File: src/rtl/riscv_pkg.sv
// Shared definitions for the memory-access stage:
// funct3 codes, result_src encodings, FSM states, MEM/WB bundle.
package riscv_pkg;

    localparam logic [2:0] F3_B  = 3'b000;
    localparam logic [2:0] F3_H  = 3'b001;
    localparam logic [2:0] F3_W  = 3'b010;
    localparam logic [2:0] F3_BU = 3'b100;
    localparam logic [2:0] F3_HU = 3'b101;

    localparam logic [1:0] RS_ALU  = 2'b00;
    localparam logic [1:0] RS_LOAD = 2'b01;
    localparam logic [1:0] RS_PC4  = 2'b10;
    localparam logic [1:0] RS_RSVD = 2'b11;

    typedef enum logic {
        ST_IDLE,
        ST_WAIT
    } mem_state_e;

    typedef struct packed {
        logic [31:0] alu_result;
        logic [31:0] read_data;
        logic [31:0] pc_plus_4;
        logic [4:0]  rd;
        logic        regwrite;
        logic [1:0]  result_src;
    } mem_wb_t;

    localparam mem_wb_t MEM_WB_BUBBLE = '0;

endpackage

File: src/rtl/load_store_align.sv
// Byte-lane handling for loads and stores: store replication and
// strobes, load lane select and extension, misalign/illegal detect.
module load_store_align
    import riscv_pkg::*;
(
    input  logic        is_store_i,
    input  logic [2:0]  funct3_i,
    input  logic [1:0]  lane_i,
    input  logic [31:0] store_data_i,
    input  logic [31:0] rdata_i,
    output logic [31:0] wdata_o,
    output logic [3:0]  wstrb_o,
    output logic [31:0] load_data_o,
    output logic        misaligned_o,
    output logic        illegal_o
);

    logic [31:0] rshift;
    logic [7:0]  byte_v;
    logic [15:0] half_v;

    assign rshift = rdata_i >> {lane_i, 3'b000};
    assign byte_v = rshift[7:0];
    assign half_v = rshift[15:0];

    // Decode access size and build lane-adjusted data in both directions.
    always_comb begin
        wdata_o      = store_data_i;
        wstrb_o      = 4'b0000;
        load_data_o  = rdata_i;
        misaligned_o = 1'b0;
        illegal_o    = 1'b0;
        case (funct3_i)
            F3_B: begin
                wdata_o     = {4{store_data_i[7:0]}};
                wstrb_o     = 4'b0001 << lane_i;
                load_data_o = {{24{byte_v[7]}}, byte_v};
            end
            F3_H: begin
                wdata_o      = {2{store_data_i[15:0]}};
                wstrb_o      = 4'b0011 << lane_i;
                load_data_o  = {{16{half_v[15]}}, half_v};
                misaligned_o = lane_i[0];
            end
            F3_W: begin
                wstrb_o      = 4'b1111;
                misaligned_o = (lane_i != 2'b00);
            end
            F3_BU: begin
                load_data_o = {24'b0, byte_v};
                illegal_o   = is_store_i;
            end
            F3_HU: begin
                load_data_o  = {16'b0, half_v};
                misaligned_o = lane_i[0];
                illegal_o    = is_store_i;
            end
            default: illegal_o = 1'b1;
        endcase
        if (!is_store_i) begin
            wstrb_o = 4'b0000;
        end
    end

endmodule

File: src/rtl/mem_stage.sv
// Memory-access pipeline stage: data-memory handshake with timeout,
// MEM/WB register and M-stage forwarding/stall outputs.
module mem_stage
    import riscv_pkg::*;
#(
    parameter int unsigned TIMEOUT_CYCLES = 255
) (
    input  logic        clk,
    input  logic        reset,
    input  logic [31:0] alu_result_m,
    input  logic [31:0] writedata_m,
    input  logic [31:0] pc_plus_4_m,
    input  logic [4:0]  rd_m_in,
    input  logic        regwrite_m_in,
    input  logic [1:0]  result_src_m,
    input  logic        memwrite_m,
    input  logic [2:0]  funct3_m,
    output logic        dmem_req,
    output logic        dmem_we,
    output logic [31:0] dmem_addr,
    output logic [31:0] dmem_wdata,
    output logic [3:0]  dmem_wstrb,
    input  logic        dmem_ready,
    input  logic [31:0] dmem_rdata,
    output logic        stall_m,
    output logic        mem_fault_m,
    output logic [4:0]  rd_m,
    output logic        regwrite_m,
    output logic [31:0] mem_wb_alu_result,
    output logic [31:0] mem_wb_read_data,
    output logic [31:0] mem_wb_pc_plus_4,
    output logic [4:0]  mem_wb_rd,
    output logic        mem_wb_regwrite,
    output logic [1:0]  mem_wb_result_src
);

    localparam logic [15:0] TMO = 16'(TIMEOUT_CYCLES);

    mem_state_e  state_q, state_d;
    logic [15:0] cnt_q, cnt_d;
    mem_wb_t     mem_wb_q, mem_wb_d;

    logic        mem_op;
    logic        bad_access;
    logic        done;
    logic [31:0] load_data;
    logic [31:0] wdata;
    logic [3:0]  wstrb;
    logic        misaligned;
    logic        illegal;

    assign mem_op     = memwrite_m | (result_src_m == RS_LOAD);
    assign bad_access = misaligned | illegal;

    load_store_align u_align (
        .is_store_i   (memwrite_m),
        .funct3_i     (funct3_m),
        .lane_i       (alu_result_m[1:0]),
        .store_data_i (writedata_m),
        .rdata_i      (dmem_rdata),
        .wdata_o      (wdata),
        .wstrb_o      (wstrb),
        .load_data_o  (load_data),
        .misaligned_o (misaligned),
        .illegal_o    (illegal)
    );

    // Request/wait sequencing; the timeout slot drops the request.
    always_comb begin
        state_d     = state_q;
        cnt_d       = cnt_q;
        dmem_req    = 1'b0;
        mem_fault_m = 1'b0;
        done        = 1'b0;
        case (state_q)
            ST_IDLE: begin
                if (mem_op && bad_access) begin
                    mem_fault_m = 1'b1;
                end else if (mem_op) begin
                    dmem_req = 1'b1;
                    if (dmem_ready) begin
                        done = 1'b1;
                    end else begin
                        state_d = ST_WAIT;
                        cnt_d   = 16'd1;
                    end
                end
            end
            ST_WAIT: begin
                if (cnt_q == TMO) begin
                    mem_fault_m = 1'b1;
                    state_d     = ST_IDLE;
                    cnt_d       = '0;
                end else begin
                    dmem_req = 1'b1;
                    if (dmem_ready) begin
                        done    = 1'b1;
                        state_d = ST_IDLE;
                        cnt_d   = '0;
                    end else begin
                        cnt_d = cnt_q + 16'd1;
                    end
                end
            end
            default: begin
                state_d = ST_IDLE;
                cnt_d   = '0;
            end
        endcase
    end

    assign stall_m    = dmem_req & ~dmem_ready;
    assign dmem_we    = dmem_req & memwrite_m;
    assign dmem_addr  = {alu_result_m[31:2], 2'b00};
    assign dmem_wdata = wdata;
    assign dmem_wstrb = dmem_we ? wstrb : 4'b0000;
    assign rd_m       = rd_m_in;
    assign regwrite_m = regwrite_m_in;

    // MEM/WB next value: bubble on stall or fault, else the instruction.
    always_comb begin
        mem_wb_d = MEM_WB_BUBBLE;
        if (!stall_m && !mem_fault_m) begin
            mem_wb_d.alu_result = alu_result_m;
            mem_wb_d.read_data  = (done && !memwrite_m) ? load_data : '0;
            mem_wb_d.pc_plus_4  = pc_plus_4_m;
            mem_wb_d.rd         = rd_m_in;
            mem_wb_d.regwrite   = regwrite_m_in & (rd_m_in != 5'd0);
            mem_wb_d.result_src = (result_src_m == RS_RSVD) ? RS_ALU
                                                            : result_src_m;
        end
    end

    // State, timeout counter and MEM/WB register.
    always_ff @(posedge clk) begin
        if (reset) begin
            state_q  <= ST_IDLE;
            cnt_q    <= '0;
            mem_wb_q <= MEM_WB_BUBBLE;
        end else begin
            state_q  <= state_d;
            cnt_q    <= cnt_d;
            mem_wb_q <= mem_wb_d;
        end
    end

    assign mem_wb_alu_result = mem_wb_q.alu_result;
    assign mem_wb_read_data  = mem_wb_q.read_data;
    assign mem_wb_pc_plus_4  = mem_wb_q.pc_plus_4;
    assign mem_wb_rd         = mem_wb_q.rd;
    assign mem_wb_regwrite   = mem_wb_q.regwrite;
    assign mem_wb_result_src = mem_wb_q.result_src;

endmodule

File: config.mk
export PLATFORM = sky130hd
export DESIGN_NAME = mem_stage
export DESIGN_NICKNAME = d
export VERILOG_FILES = /design/src/rtl/riscv_pkg.sv /design/src/rtl/load_store_align.sv /design/src/rtl/mem_stage.sv
export SDC_FILE = /design/constraint.sdc
export NUM_CORES = 1
export LEC_CHECK = 0
export CAP_MARGIN = 20
export CELL_PAD_IN_SITES_DETAIL_PLACEMENT = 0
export CELL_PAD_IN_SITES_GLOBAL_PLACEMENT = 1
export CORE_UTILIZATION = 29
export CTS_CLUSTER_SIZE = 10
export DETAILED_ROUTE_END_ITERATION = 16
export PLACE_DENSITY_LB_ADDON = 0.1
export SYNTH_ARGS = -nofsm -noshare
export SYNTH_HDL_FRONTEND = slang
export SYNTH_SLANG_ARGS = --single-unit
File: constraint.sdc
create_clock -name clk -period 6.87 [get_ports clk]
set_input_delay 1.7175 -clock clk [delete_from_list [all_inputs] [get_ports clk]]
set_output_delay 1.7175 -clock clk [all_outputs]
set_load 0.005 [all_outputs]
Word-level counts from Yosys, hierarchy flattened --
Cells that the tools add are included. Widths: inputs -> output; s select.
Word-level totals: flip-flop bits (word level) 121, bits in latches 0, memory bits (writable) 0, ROM bits 0, bits of input ports 143, output and inout port bits 182, logic and storage cells 77, memories kept 0
Cells by class: add/subtract/negate cells 1, multiply operators 0, div/mod/pow operators 0, $lt $le $gt $ge 0, eq/ne operators 10, shift-type cells 3, multiplexer cells 30, bitwise gates (word level) 9, reduce and logical (&&, ||, !) cells 16
Operators by type and width (number):
- $pmux 32 s4 | 1
- $mux 16 | 5
- $pmux 32 s2 | 1
- $pmux 16 s2 | 1
- $shr 32x5->16 | 1
- $add 16x1->16 const B | 1
- $eq 16x8->1 const B | 1
- $mux 1 | 13
- $pmux 1 s2 | 6
- $pmux 4 s3 | 1
- $reduce_or 3->1 | 3
- $mux 4 | 2
- $eq 3x3->1 const B | 2
- $ne 2x2->1 const B | 3
- $reduce_or 2->1 | 3
- $reduce_bool 5->1 | 1
- $not 1->1 | 4
- $shl 1x2->4 const A | 1
- $shl 2x2->4 const A | 1
- $and 1x1->1 | 3
- $eq 3x1->1 const B | 1
- $eq 3x2->1 const B | 1
- $logic_and 1x1->1 | 3
- $logic_not 1->1 | 3
- other kinds (6) | 7

Logic depth before layout (Yosys ltp) --
Gate-level depths: netlist (run 1).
word-level depth 12, mapped depth 7, mapped depth without buffers 5

By module --
From an unflattened synthesis (run 1), not the netlist that was laid out.
Unflattened totals: cell total of the unflattened synthesis 592, area, all modules 5460.2 µm²
By module, submodules not included:
- mem_stage | times used 1, cells each 386, area each 4120.2 µm², seq. area each 2422.3 µm²
- load_store_align | times used 1, cells each 206, area each 1340.0 µm², seq. area each 0.0 µm²

Least setup slack after synthesis (run 1) --
OpenSTA, ideal clock, no wires.
kind input -> output, start input funct3_m[1], end output dmem_wdata[18], data arrival time 3022 ps, required time 5152 ps, path slack 2131 ps, stages on the path 4, cells stage by stage clkbuf_1 -> nor2_1 -> clkbuf_1 -> mux2_2
Between the ends: cells in the longest elaborated chain, start to end 2, elaborated cells on any way between the ends 3, those cells by class eq/ne: 1; mux: 1; reduce/logical: 1
RTL lines:
- start: declaration | RTL line mem_stage.sv:17 | input logic [2:0] funct3_m,
- $eq 3x1->1 / $logic_not 3->1 (equally long branches) | RTL line load_store_align.sv:33 | case (funct3_i)
- $pmux 32 s2 * | RTL line load_store_align.sv:33
- end: declaration | RTL line mem_stage.sv:21 | output logic [31:0] dmem_wdata,
Mark *: on every way between the ends. The rest lies on a longest branch, timed or not.

Final worst setup path (run 1) --
start input funct3_m[0], end output dmem_wstrb[2]
Between the ends: cells in the longest elaborated chain, start to end 9, elaborated cells on any way between the ends 18, those cells by class eq/ne: 4; mux: 7; bitwise: 2; reduce/logical: 5
RTL lines:
- $eq 3x1->1 (tied with other cells) | RTL line load_store_align.sv:33
- $reduce_or 3->1 (no line) / $reduce_or 2->1 (equally long branches)
- $pmux 1 s2 | RTL line load_store_align.sv:33
- $or 1x1->1 | RTL line mem_stage.sv:53 | assign bad_access = misaligned | illegal;
- $logic_and 1x1->1 | RTL line mem_stage.sv:77 | if (mem_op && bad_access) begin
- $mux 1 | RTL line mem_stage.sv:77
- $pmux 1 s2 | RTL line mem_stage.sv:75 | case (state_q)
- $and 1x1->1 | RTL line mem_stage.sv:113 | assign dmem_we = dmem_req & memwrite_m;
- $mux 4 * | RTL line mem_stage.sv:116 | assign dmem_wstrb = dmem_we ? wstrb : 4'b0000;
- end: declaration | RTL line mem_stage.sv:22 | output logic [3:0] dmem_wstrb,
Marked as above.

==> results of run 1 <==
[layout by cell type, fill, tap and decap left out, types with 4 or more instances in the layout]
master,count
inv_1,7
dfxtp_1,121
buf_4,10
clkdlybuf4s50_1,322
a22oi_1,7
nor2b_1,4
bufinv_16,6
clkbuf_16,17
nand4_1,8
nand3_1,14
and4b_1,4
nor2_1,18
a21boi_1,32
a21boi_0,38
a2bb2oi_1,7
and3_1,4
mux2_2,24
a22o_1,6
nand2_1,35
a211oi_1,21
a31oi_1,9
mux2i_1,11
nor3_1,16
nand2b_1,4
a21oi_1,18
o21ai_0,14
[power by group through the flow]
stage	logic [mW]	clock network (mW)	registers (mW)
floorplan	0.131	0	0.756
global placement	0.341	0	0.752
detailed placement	0.341	0	0.753
CTS	0.344	1.04	0.738
global route	0.368	1.07	0.740
finish	0.343	1.01	0.738
[per-stage QoR]
step / setup WS, ns / instance area (µm²)
floorplan: 2.13 / 5520
detailed placement: 0.874 / 8530
finish: 0.858 / 9230
global placement: 0.984 / 8530
CTS: 0.863 / 9200
global route: 0.655 / 9230
[cell families (layout without fill, tap and decap cells)]
group,Yosys count,count (layout),share of synthesized area (%)
compound gates,176,176,23.8
simple gates,133,133,13.1
flops,121,121,43.9
buf+inv,102,372,11.4
mux,36,36,7.30
xor+xnor,2,2,0.317
fa+ha+maj,1,1,0.227
other cells,1,2,0.0679
[sequential cells by signal (all words and copies together) (netlist names)]
register and cells:
cnt_q 16, mem_wb_alu_result 32, mem_wb_result_src 2, state_q 1, mem_wb_pc_plus_4 32, mem_wb_rd 5
mem_wb_regwrite 1, mem_wb_read_data 32
[worst reg2reg max path, cell delays in order, from the launching register on]
cell and delay (ns):
dfxtp_1 0.39, ha_1 0.24, and3_1 0.39, nand4_1 0.29, o2111ai_4 0.25, buf_4 0.60, a21boi_0 0.29
[final timing paths]
kind         cells after the start                   start                               to  slack (ns)
min reg2reg                      1  cnt_q[12]$_SDFFE_PP0P_           cnt_q[12]$_SDFFE_PP0P_        0.49
max reg2reg                      6   cnt_q[0]$_SDFFE_PP0P_  mem_wb_alu_result[1]$_SDFF_PP0_        4.25
max                              6             funct3_m[0]                    dmem_wstrb[2]        0.86
min                              1  cnt_q[12]$_SDFFE_PP0P_           cnt_q[12]$_SDFFE_PP0P_        0.49
[per-layer routing]
metal	track usage, %	vias to the layer above	share of wire (%)
met5	0	-	0
met4	6.88	0	2.5
met3	6.39	34	7.9
met2	34.6	290	49
met1	22.2	2516	40
li1	-	2562	-
[layout make-up]
| class | count | area, µm² |
|---|---|---|
| Fill cell | 1729 | 9480 |
| Timing Repair Buffer | 333 | 3330 |
| Multi-Input combinational cell | 350 | 2490 |
| Sequential cell | 121 | 2420 |
| Clock buffer | 21 | 450 |
| Tap cell | 234 | 293 |
| Clock inverter | 11 | 218 |
| Inverter | 7 | 26.3 |
==> impl_metrics.py, run 1 <==
metrics = {
    "synthesis": {
        "synthMostInstantiatedCell": "dfxtp_1",
        "synth_area_per_cell_um2": 9.65,
        "synth_edf_count": 0,
        "synthDistinctLibCells": 63,
        "synth_ff_type": "dfxtp_1",
        "yosysSeqAreaShare_pct": 43.9,
        "yosysTopAreaCell": "dfxtp_1",
        "synthesis.area_um2": 5520,
        "synthCells": 572,
        "netlist_top_cells_count": "dfxtp_1, buf_4, a21boi_0, nand2_1, a21boi_1",
        "synth.top_cell.area_share_pct": 43.9,
        "synth.area.top_cells": "dfxtp_1, buf_4, a21boi_0",
        "synth.ff_latch_count": 121,
        "ys_async_sr_fraction_pct": 0,
        "yosysWarnings": 0,
    },
    "cts": {
        "cts.sinks": 121,
        "cts.clk_slew.worst_paths_ns": 0.05,
        "cts_inserted_buffers": 17,
        "cts_resized": 0,
        "clkLatencyLatePin_ns": 0.41,
        "holdBufCountCts": 0,
        "cts_buffer_depth": 2,
        "cts_tree": "built",
        "htreeDepth": 4,
        "post-cts-setup-buffer-count": 0,
        "cts_root_buffer": "clkbuf_16",
    },
    "global_routing": {
        "grt_overflow": 0,
        "track_usage_pct": 19.6,
        "grt_max_degree": 73,
        "antenna_found_initial": 0,
        "first_global_vias": 5291,
        "grt_pass1_wl_mm": 29.7,
    },
    "setup_path": {
        "end_kind": "output port",
        "path_max_fanout": 7,
        "start_kind": "primary input",
        "max_stage_delay_ns": 0.61,
        "worstPathCellList": "clkdlybuf4s50_1, nor4_2, or3_1, a21boi_0, and4b_1, clkdlybuf4s50_1",
        "critPathMostFrequentCell": "clkdlybuf4s50_1",
        "crit_slowest_cell": "clkdlybuf4s50_1",
        "critPathKind": "primary input to output port",
        "path_delay_family": "buffers and inverters",
        "arrival_ns": 4.29,
        "worstPathRequired_ns": 5.15,
        "path_buf_inv": 2,
    },
    "detailed_routing": {
        "drc": 0,
        "via_count": 5402,
        "wl_per_cell_um": 18.0,
        "dr.pass1.iters": 5,
        "totalWireLength_mm": 19.4,
        "viasPerCell": 5.02,
        "drt-initial-drc-count": 302,
        "antenna_left": 0,
    },
    "power": {
        "p_switching_mw": 0.462,
        "max-vdd-ir-drop_uv": 162,
        "pwr-share-comb_pct": 16.4,
        "p_sw_share_pct": 22.1,
        "internal_power_mw": 1.63,
        "total_power_mw": 2.09,
        "p_seq_share_pct": 35.3,
        "p_leak_nw": 3.39,
        "power_density_nw_per_um2": 227,
        "p_clk_share_pct": 48.3,
    },
    "die": {
        "floorplan.die_area_um2": 19600,
        "die_w_um": 140,
        "pin_count": 325,
        "chipHeight_um": 140,
        "fp-row-count": 50,
        "start_util_pct": 29.5,
        "coreArea_um2": 18700,
    },
    "layout": {
        "num_antenna_cells": 0,
        "drive_above_1_share_pct": 9.61,
        "fin_cells": 1077,
        "finalNetCount": 974,
        "area_delta_synth_final_pct": 67.1,
        "fin_util_pct": 49.3,
    },
    "flow_run": {
        "drv_cap": 0,
    },
    "place": {
        "place.gp.congestion": 0.783,
        "io_buffers": 322,
        "hpwl_mm": 14.5,
        "place_inst": 1044,
    },
    "timing": {
        "rsz0062_at_grt": "false",
        "min_period_over_period_pct": 87.5,
        "setup_viol": 0,
        "period_needed_ns": 6.01,
        "fin_worst_skew_ns": 0.0108,
        "clock.fmax_ghz": 0.166,
        "final-hold-violation-count": 0,
        "setup-tns-final_ns": 0,
        "maxSlewHeadroom_pct": 33.9,
        "worstMarginPinSlew_ns": 0.990,
        "maxSlewViolCount": 0,
        "holdWs_ns": 0.493,
    },
    "min_path": {
        "min_path_type": "register to register",
    },
    "run_status": {
        "status": "complete, no violations",
    },
}
No activity file was read; power rests on OpenSTA's default activity.
==> run 2, diff against run 1 <==
--- a/config.mk
+++ b/config.mk
@@ -9,8 +9,10 @@
 export CELL_PAD_IN_SITES_DETAIL_PLACEMENT = 0
 export CELL_PAD_IN_SITES_GLOBAL_PLACEMENT = 1
 export CORE_UTILIZATION = 29
+export CTS_CLUSTER_DIAMETER = 120
 export CTS_CLUSTER_SIZE = 10
 export DETAILED_ROUTE_END_ITERATION = 16
+export GPL_ROUTABILITY_DRIVEN = 0
 export PLACE_DENSITY_LB_ADDON = 0.1
 export SYNTH_ARGS = -nofsm -noshare
 export SYNTH_HDL_FRONTEND = slang
==> results of run 2 <==
No change in the layout: final DEF, timing and power equal those of run 1.
